File: src/rtl/execute_stage_if.sv
// Signal bundle between the D/E register, the execute stage and the E/M boundary.
interface execute_stage_if #(
  parameter int unsigned WORD_SIZE = 32
);
  logic                 valid_in;
  logic [1:0]           instruction_type_in;
  logic [WORD_SIZE-1:0] pc_in;
  logic [6:0]           opcode_in;
  logic [6:0]           funct7_in;
  logic [2:0]           funct3_in;
  logic [WORD_SIZE-1:0] s1_in;
  logic [WORD_SIZE-1:0] s2_in;
  logic [WORD_SIZE-1:0] immediate_in;
  logic                 stall_in;
  logic                 stall_out;
  logic                 valid_out;
  logic [1:0]           instruction_type_out;
  logic [WORD_SIZE-1:0] pc_out;
  logic [2:0]           funct3_out;
  logic [WORD_SIZE-1:0] s2_out;
  logic [WORD_SIZE-1:0] result_out;

  modport master (
    output valid_in, instruction_type_in, pc_in, opcode_in, funct7_in,
           funct3_in, s1_in, s2_in, immediate_in, stall_in,
    input  stall_out, valid_out, instruction_type_out, pc_out, funct3_out,
           s2_out, result_out
  );

  modport slave (
    input  valid_in, instruction_type_in, pc_in, opcode_in, funct7_in,
           funct3_in, s1_in, s2_in, immediate_in, stall_in,
    output stall_out, valid_out, instruction_type_out, pc_out, funct3_out,
           s2_out, result_out
  );
endinterface

File: src/rtl/execute_stage.sv
// RISC-V execute stage: single-cycle ALU plus a multi-cycle MUL that stalls D/E,
// with results registered into the E/M boundary.
module execute_stage #(
  parameter int unsigned WORD_SIZE   = 32,
  parameter int unsigned MUL_LATENCY = 4   // must be >= 2
) (
  input logic            clk,
  input logic            reset,
  execute_stage_if.slave bus
);
  localparam logic [6:0]       OPCODE_ALU     = 7'b0110011;
  localparam logic [6:0]       OPCODE_ALU_IMM = 7'b0010011;
  localparam logic [6:0]       MUL_FUNCT7     = 7'b0000001;
  localparam logic [6:0]       ALT_FUNCT7     = 7'b0100000;
  localparam int unsigned      SHW            = $clog2(WORD_SIZE);
  localparam int unsigned      CNT_W          = $clog2(MUL_LATENCY);
  localparam logic [CNT_W-1:0] CNT_LOAD       = CNT_W'(MUL_LATENCY - 1);

  typedef enum logic {IDLE, MUL_BUSY} state_t;

  state_t               state, state_next;
  logic [CNT_W-1:0]     count, count_next;
  logic                 capture;
  logic                 fsm_block;
  logic                 mul_done;

  logic                 is_alu, is_alu_imm, is_mul, alt;
  logic [WORD_SIZE-1:0] op_b;
  logic [SHW-1:0]       shamt;
  logic [WORD_SIZE-1:0] alu_result;
  logic [WORD_SIZE-1:0] mul_a, mul_b, product;

  logic                 valid_q;
  logic [1:0]           itype_q;
  logic [WORD_SIZE-1:0] pc_q, s2_q, result_q;
  logic [2:0]           funct3_q;

  always_comb begin
    is_alu     = (bus.opcode_in == OPCODE_ALU);
    is_alu_imm = (bus.opcode_in == OPCODE_ALU_IMM);
    is_mul     = is_alu && (bus.funct7_in == MUL_FUNCT7);
    alt        = (bus.funct7_in == ALT_FUNCT7);
    op_b       = is_alu_imm ? bus.immediate_in : bus.s2_in;
    shamt      = op_b[SHW-1:0];
    alu_result = '0;
    if (is_alu || is_alu_imm) begin
      case (bus.funct3_in)
        3'b000:  alu_result = (is_alu && alt) ? bus.s1_in - op_b : bus.s1_in + op_b;
        3'b001:  alu_result = bus.s1_in << shamt;
        3'b010:  alu_result = {{(WORD_SIZE-1){1'b0}}, $signed(bus.s1_in) < $signed(op_b)};
        3'b011:  alu_result = {{(WORD_SIZE-1){1'b0}}, bus.s1_in < op_b};
        3'b100:  alu_result = bus.s1_in ^ op_b;
        3'b101:  alu_result = alt ? $unsigned($signed(bus.s1_in) >>> shamt)
                                  : bus.s1_in >> shamt;
        3'b110:  alu_result = bus.s1_in | op_b;
        default: alu_result = bus.s1_in & op_b;
      endcase
    end
  end

  assign product = mul_a * mul_b;

  always_ff @(posedge clk) begin
    if (!reset) begin
      state <= IDLE;
      count <= '0;
      mul_a <= '0;
      mul_b <= '0;
    end else begin
      state <= state_next;
      count <= count_next;
      if (capture) begin
        mul_a <= bus.s1_in;
        mul_b <= bus.s2_in;
      end
    end
  end

  // The busy count runs regardless of stall_in; only completion waits on downstream.
  always_comb begin
    state_next = state;
    count_next = count;
    capture    = 1'b0;
    fsm_block  = 1'b0;
    mul_done   = 1'b0;
    case (state)
      IDLE: begin
        if (bus.valid_in && is_mul) begin
          state_next = MUL_BUSY;
          count_next = CNT_LOAD;
          capture    = 1'b1;
          fsm_block  = 1'b1;
        end
      end
      MUL_BUSY: begin
        if (count != '0) begin
          count_next = count - 1'b1;
          fsm_block  = 1'b1;
        end else if (!bus.stall_in) begin
          state_next = IDLE;
          mul_done   = 1'b1;
        end else begin
          fsm_block  = 1'b1;
        end
      end
      default: state_next = IDLE;
    endcase
  end

  assign bus.stall_out = reset & (bus.stall_in | fsm_block);

  always_ff @(posedge clk) begin
    if (!reset) begin
      valid_q  <= 1'b0;
      itype_q  <= '0;
      pc_q     <= '0;
      funct3_q <= '0;
      s2_q     <= '0;
      result_q <= '0;
    end else if (!bus.stall_in) begin
      if (fsm_block) begin
        valid_q <= 1'b0;
      end else begin
        valid_q  <= bus.valid_in;
        itype_q  <= bus.instruction_type_in;
        pc_q     <= bus.pc_in;
        funct3_q <= bus.funct3_in;
        s2_q     <= bus.s2_in;
        result_q <= mul_done ? product : alu_result;
      end
    end
  end

  assign bus.valid_out            = valid_q;
  assign bus.instruction_type_out = itype_q;
  assign bus.pc_out               = pc_q;
  assign bus.funct3_out           = funct3_q;
  assign bus.s2_out               = s2_q;
  assign bus.result_out           = result_q;
endmodule

File: src/flat_wrapper.sv
// flat-port wrapper written by rule: the top's interface ports become plain ports
module execute_stage_flat 
#(
  parameter int unsigned WORD_SIZE   = 32,
  parameter int unsigned MUL_LATENCY = 4                  
)
  (clk, reset, bus_valid_in, bus_instruction_type_in, bus_pc_in, bus_opcode_in, bus_funct7_in, bus_funct3_in, bus_s1_in, bus_s2_in, bus_immediate_in, bus_stall_in, bus_stall_out, bus_valid_out, bus_instruction_type_out, bus_pc_out, bus_funct3_out, bus_s2_out, bus_result_out);
  execute_stage_if #(.WORD_SIZE(WORD_SIZE)) bus_i ();
  input logic clk;
  input logic reset;
  input wire logic [$bits(bus_i.valid_in)-1:0] bus_valid_in;
  input wire logic [$bits(bus_i.instruction_type_in)-1:0] bus_instruction_type_in;
  input wire logic [$bits(bus_i.pc_in)-1:0] bus_pc_in;
  input wire logic [$bits(bus_i.opcode_in)-1:0] bus_opcode_in;
  input wire logic [$bits(bus_i.funct7_in)-1:0] bus_funct7_in;
  input wire logic [$bits(bus_i.funct3_in)-1:0] bus_funct3_in;
  input wire logic [$bits(bus_i.s1_in)-1:0] bus_s1_in;
  input wire logic [$bits(bus_i.s2_in)-1:0] bus_s2_in;
  input wire logic [$bits(bus_i.immediate_in)-1:0] bus_immediate_in;
  input wire logic [$bits(bus_i.stall_in)-1:0] bus_stall_in;
  output wire logic [$bits(bus_i.stall_out)-1:0] bus_stall_out;
  output wire logic [$bits(bus_i.valid_out)-1:0] bus_valid_out;
  output wire logic [$bits(bus_i.instruction_type_out)-1:0] bus_instruction_type_out;
  output wire logic [$bits(bus_i.pc_out)-1:0] bus_pc_out;
  output wire logic [$bits(bus_i.funct3_out)-1:0] bus_funct3_out;
  output wire logic [$bits(bus_i.s2_out)-1:0] bus_s2_out;
  output wire logic [$bits(bus_i.result_out)-1:0] bus_result_out;
  assign bus_i.valid_in = bus_valid_in;
  assign bus_i.instruction_type_in = bus_instruction_type_in;
  assign bus_i.pc_in = bus_pc_in;
  assign bus_i.opcode_in = bus_opcode_in;
  assign bus_i.funct7_in = bus_funct7_in;
  assign bus_i.funct3_in = bus_funct3_in;
  assign bus_i.s1_in = bus_s1_in;
  assign bus_i.s2_in = bus_s2_in;
  assign bus_i.immediate_in = bus_immediate_in;
  assign bus_i.stall_in = bus_stall_in;
  assign bus_stall_out = bus_i.stall_out;
  assign bus_valid_out = bus_i.valid_out;
  assign bus_instruction_type_out = bus_i.instruction_type_out;
  assign bus_pc_out = bus_i.pc_out;
  assign bus_funct3_out = bus_i.funct3_out;
  assign bus_s2_out = bus_i.s2_out;
  assign bus_result_out = bus_i.result_out;
  execute_stage #(.WORD_SIZE(WORD_SIZE), .MUL_LATENCY(MUL_LATENCY)) u_core (.clk(clk), .reset(reset), .bus(bus_i));
endmodule
File: config.mk
export PLATFORM = sky130hd
export DESIGN_NAME = execute_stage_flat
export DESIGN_NICKNAME = d
export VERILOG_FILES = /design/src/rtl/execute_stage_if.sv /design/src/rtl/execute_stage.sv /design/src/flat_wrapper.sv
export SDC_FILE = /design/constraint.sdc
export NUM_CORES = 2
export LEC_CHECK = 0
export ABC_AREA = 1
export ABC_CLOCK_PERIOD_IN_PS = 9300
export CELL_PAD_IN_SITES_DETAIL_PLACEMENT = 1
export CELL_PAD_IN_SITES_GLOBAL_PLACEMENT = 1
export CORE_ASPECT_RATIO = 1.1
export CORE_MARGIN = 4
export CORE_UTILIZATION = 44
export DETAILED_ROUTE_END_ITERATION = 8
export GPL_ROUTABILITY_DRIVEN = 0
export GPL_TIMING_DRIVEN = 0
export PLACE_DENSITY = 0.92
export RECOVER_POWER = 25
export SETUP_SLACK_MARGIN = 0.05
export SKIP_LAST_GASP = 1
export SLEW_MARGIN = 40
export SYNTH_ARGS = -nofsm -noshare
export SYNTH_HDL_FRONTEND = slang
export SYNTH_SLANG_ARGS = --single-unit
File: constraint.sdc
create_clock -name clk -period 9.3 [get_ports clk]
set_input_delay 0.93 -clock clk [delete_from_list [all_inputs] [get_ports clk]]
set_output_delay 0.93 -clock clk [all_outputs]
set_load 0.02 [all_outputs]
==> impl_metrics.ini <==
[global_routing]
grt_pass1_vias = 41600
grt_max_degree = 21
overflow = 0
track_usage = 0.458
grt_pass1_wl_um = 264000
antenna_found_initial = 21

[synth]
synth_edf_count = 0
syn_nets = 5807
yosysTopAreaCell = fa_1
ys_seq_area_frac = 0.103
syn_inst = 5021
netlist_area_sq_um = 32700
ys.flop_type = dfxtp_1
synth_top_area_frac = 0.251
synth-seq-cells = 169
yosysWarningCount = 0
yosysUniqueCellTypes = 54
synthTopCellsByArea = fa_1 25%, nand2_1 15%, inv_1 12%
async_flop_share = 0
syn_avg_cell_area_sq_um = 6.52

[worst_setup_path]
worst-path-max-fanout = 10
worstSetupEndpointType = flip-flop
startpoint_type = flip-flop
path_class = flip-flop to flip-flop
crit_arrival_ns = 9.54
critical_path_required_ns = 9.70

[timing]
period_needed_ns = 9.14
clock.fmax_mhz = 109
final-hold-violation-count = 0
fin_setup_tns_ns = 0
grt_setup_unrepaired = no
fin_crit_sh = 0.983
clock_skew_ns = 0.0224
slew_violations = 0
fin_worst_hold_slack_ns = 0.483
worstMarginPinSlew_ns = 1.00
setup_viol = 0
max-slew-margin-rel = 0.330

[clocking]
cts_setup_buffers = 0
cts-resized-gates = 0
clk_pin_slew_ns = 0.09
cts_tree = built
clockBufferDepth = 2
cts_root_buf = clkbuf_16
cts_buffers = 17
clk_latency_ns = 0.50
htreeDepth = 4
cts_hold_buf = 0
cts_sinks = 169

[final_layout]
nFillCells = 10000
layoutNonFillerInstCount = 6277
area_growth_pct = 13.6
fin_nets = 6082
drive_above_1_share = 0.0407

[placed_design]
port-buffer-count = 252
dp_hpwl_um = 145000
dp.cells = 6227

[drt]
num_vias = 39100
routed_wl_um = 181000
ant_nets = 0
wl_per_cell_um = 28.9
drc = 4
drt_iter0_drc = 5156
drt_first_pass_iters = 9
drt-vias-per-instance = 6.22

[job]
max_cap_viol_count = 0

[die]
fp-row-count = 104
initial_utilization = 0.445
die_area_sq_um = 78900
core_area_sq_um = 73500
die_w_um = 268
die_y_um = 294
num_io_pins = 254

[worst_hold_path]
worstHoldPathType = flip-flop to flip-flop

[pwr]
power.leakage_nw = 20.8
power.density_nw_per_um2 = 69.2
ir_worst_vdd_uv = 123

[outcome]
status = finished with violations
violations = DRC
-- registers in the layout (all words and copies together) (netlist names) --
register and flops:
u_core.bus.pc_out 32, u_core.bus.result_out 32, u_core.bus.s2_out 32, u_core.mul_a 32, u_core.mul_b 32, u_core.bus.funct3_out 3, u_core.bus.instruction_type_out 2, u_core.count 2
u_core.bus.valid_out 1, u_core.state 1
-- power by group --
group	internal, mW	switching [mW]
Combinational	0.299	0.721
Clock	0.368	0.420
Sequential	0.751	0.0172
Total	1.42	1.16
-- critical path, stage by stage (launching register included) --
cell and delay (ns):
dfxtp_1 0.44, clkbuf_1 0.70, buf_1 0.70, nand2_1 0.21
inv_1 0.14, fa_1 0.42, inv_1 0.09, fa_1 0.48
fa_1 0.54, fa_1 0.53, inv_1 0.07, fa_1 0.59
fa_1 0.49, fa_1 0.49, fa_1 0.56, ha_1 0.42
a21oi_1 0.32, o21ai_0 0.19, a211o_1 0.31, a311oi_2 0.68
inv_1 0.15, nand2_1 0.11, nand3_1 0.16, a21oi_1 0.25
-- area by class of cell --
cell class                 count  area (sq um)  share of cell area
antenna                       14          35.0            0.000942
buffer                       270          1270              0.0342
clock buffer                  17           425              0.0114
clock inverter                15           195             0.00525
inverter                    1020          3830               0.103
multi-input combinational   3562         24300               0.653
sequential                   169          3380              0.0909
tap                          954          1190              0.0321
timing repair buffer         256          2560              0.0688
-- final timing paths --
path / start / endpoint / slack, ns / cells past startpoint
setup / recovery: u_core.mul_a[13]$_SDFFE_PN0P_ / u_core.bus.result_out[31]$_SDFFE_PN0P_ / 0.16 / 23
hold / removal: u_core.bus.valid_out$_SDFFE_PN0N_ / u_core.bus.valid_out$_SDFFE_PN0N_ / 0.48 / 2
setup reg to reg: u_core.mul_a[13]$_SDFFE_PN0P_ / u_core.bus.result_out[31]$_SDFFE_PN0P_ / 0.16 / 23
hold reg to reg: u_core.bus.valid_out$_SDFFE_PN0N_ / u_core.bus.valid_out$_SDFFE_PN0N_ / 0.48 / 2
-- stage by stage --
stage          instance area (sq um)  total power, mW  utilization  setup slack, ns
2_1_floorplan                  32700             1.29            -             2.80
3_3_place_gp                   36500             1.69        0.496            0.672
3_5_place_dp                   36500             1.71        0.496            0.669
4_1_cts                        37100             2.47        0.505            0.594
5_1_grt                        37200             2.63        0.506            0.288
6_report                       37200             2.58        0.506            0.161
-- logic make-up after synthesis --
logic type,Yosys count,synth area share
and+or+nand+nor,2184,0.280
buffers and inverters,1290,0.155
AOI/OAI and AO/OA,724,0.120
adders and majority gates,635,0.337
DFF,169,0.103
xor gates and xnor gates,19,0.00508
-- synthesized netlist by cell type (21+ instances only) --
| cell | instances |
|---|---|
| nor3_1 | 27 |
| nor2_1 | 300 |
| o21ai_1 | 22 |
| o21ai_0 | 294 |
| inv_1 | 1005 |
| buf_2 | 50 |
| a21oi_1 | 302 |
| nand3_1 | 447 |
| nand4_1 | 30 |
| fa_1 | 410 |
| buf_1 | 21 |
| dfxtp_1 | 169 |
| clkbuf_1 | 174 |
| ha_1 | 225 |
| nand2_1 | 1308 |
-- cell usage in the layout, fill, tap and decap left out, types with 14 or more instances in the layout --
master	instances
nand3_1	446
clkbuf_2	27
nand3b_1	14
a21oi_1	302
dlygate4sd3_1	67
nand2_2	20
fa_1	410
o21ai_1	23
nor3_1	27
diode_2	14
buf_2	54
inv_1	1005
dfxtp_1	169
o21ai_0	290
nand4_1	30
clkbuf_16	17
clkdlybuf4s50_1	184
buf_1	16
ha_1	225
o211ai_1	18
nor2_1	300
o21bai_1	18
nand2_1	1308
buf_6	18
clkbuf_1	150
-- metal layers --
layer  routed length [um]  share of wire  track usage  up-vias
li1                     -              -            -    16000
met1                56400           0.31        0.464    18600
met2                77700           0.43        0.690     3059
met3                23400           0.13        0.202     1337
met4                23600           0.13        0.446       18
met5                  364         0.0020       0.0270        -
Power figures use the tool's default switching activity.
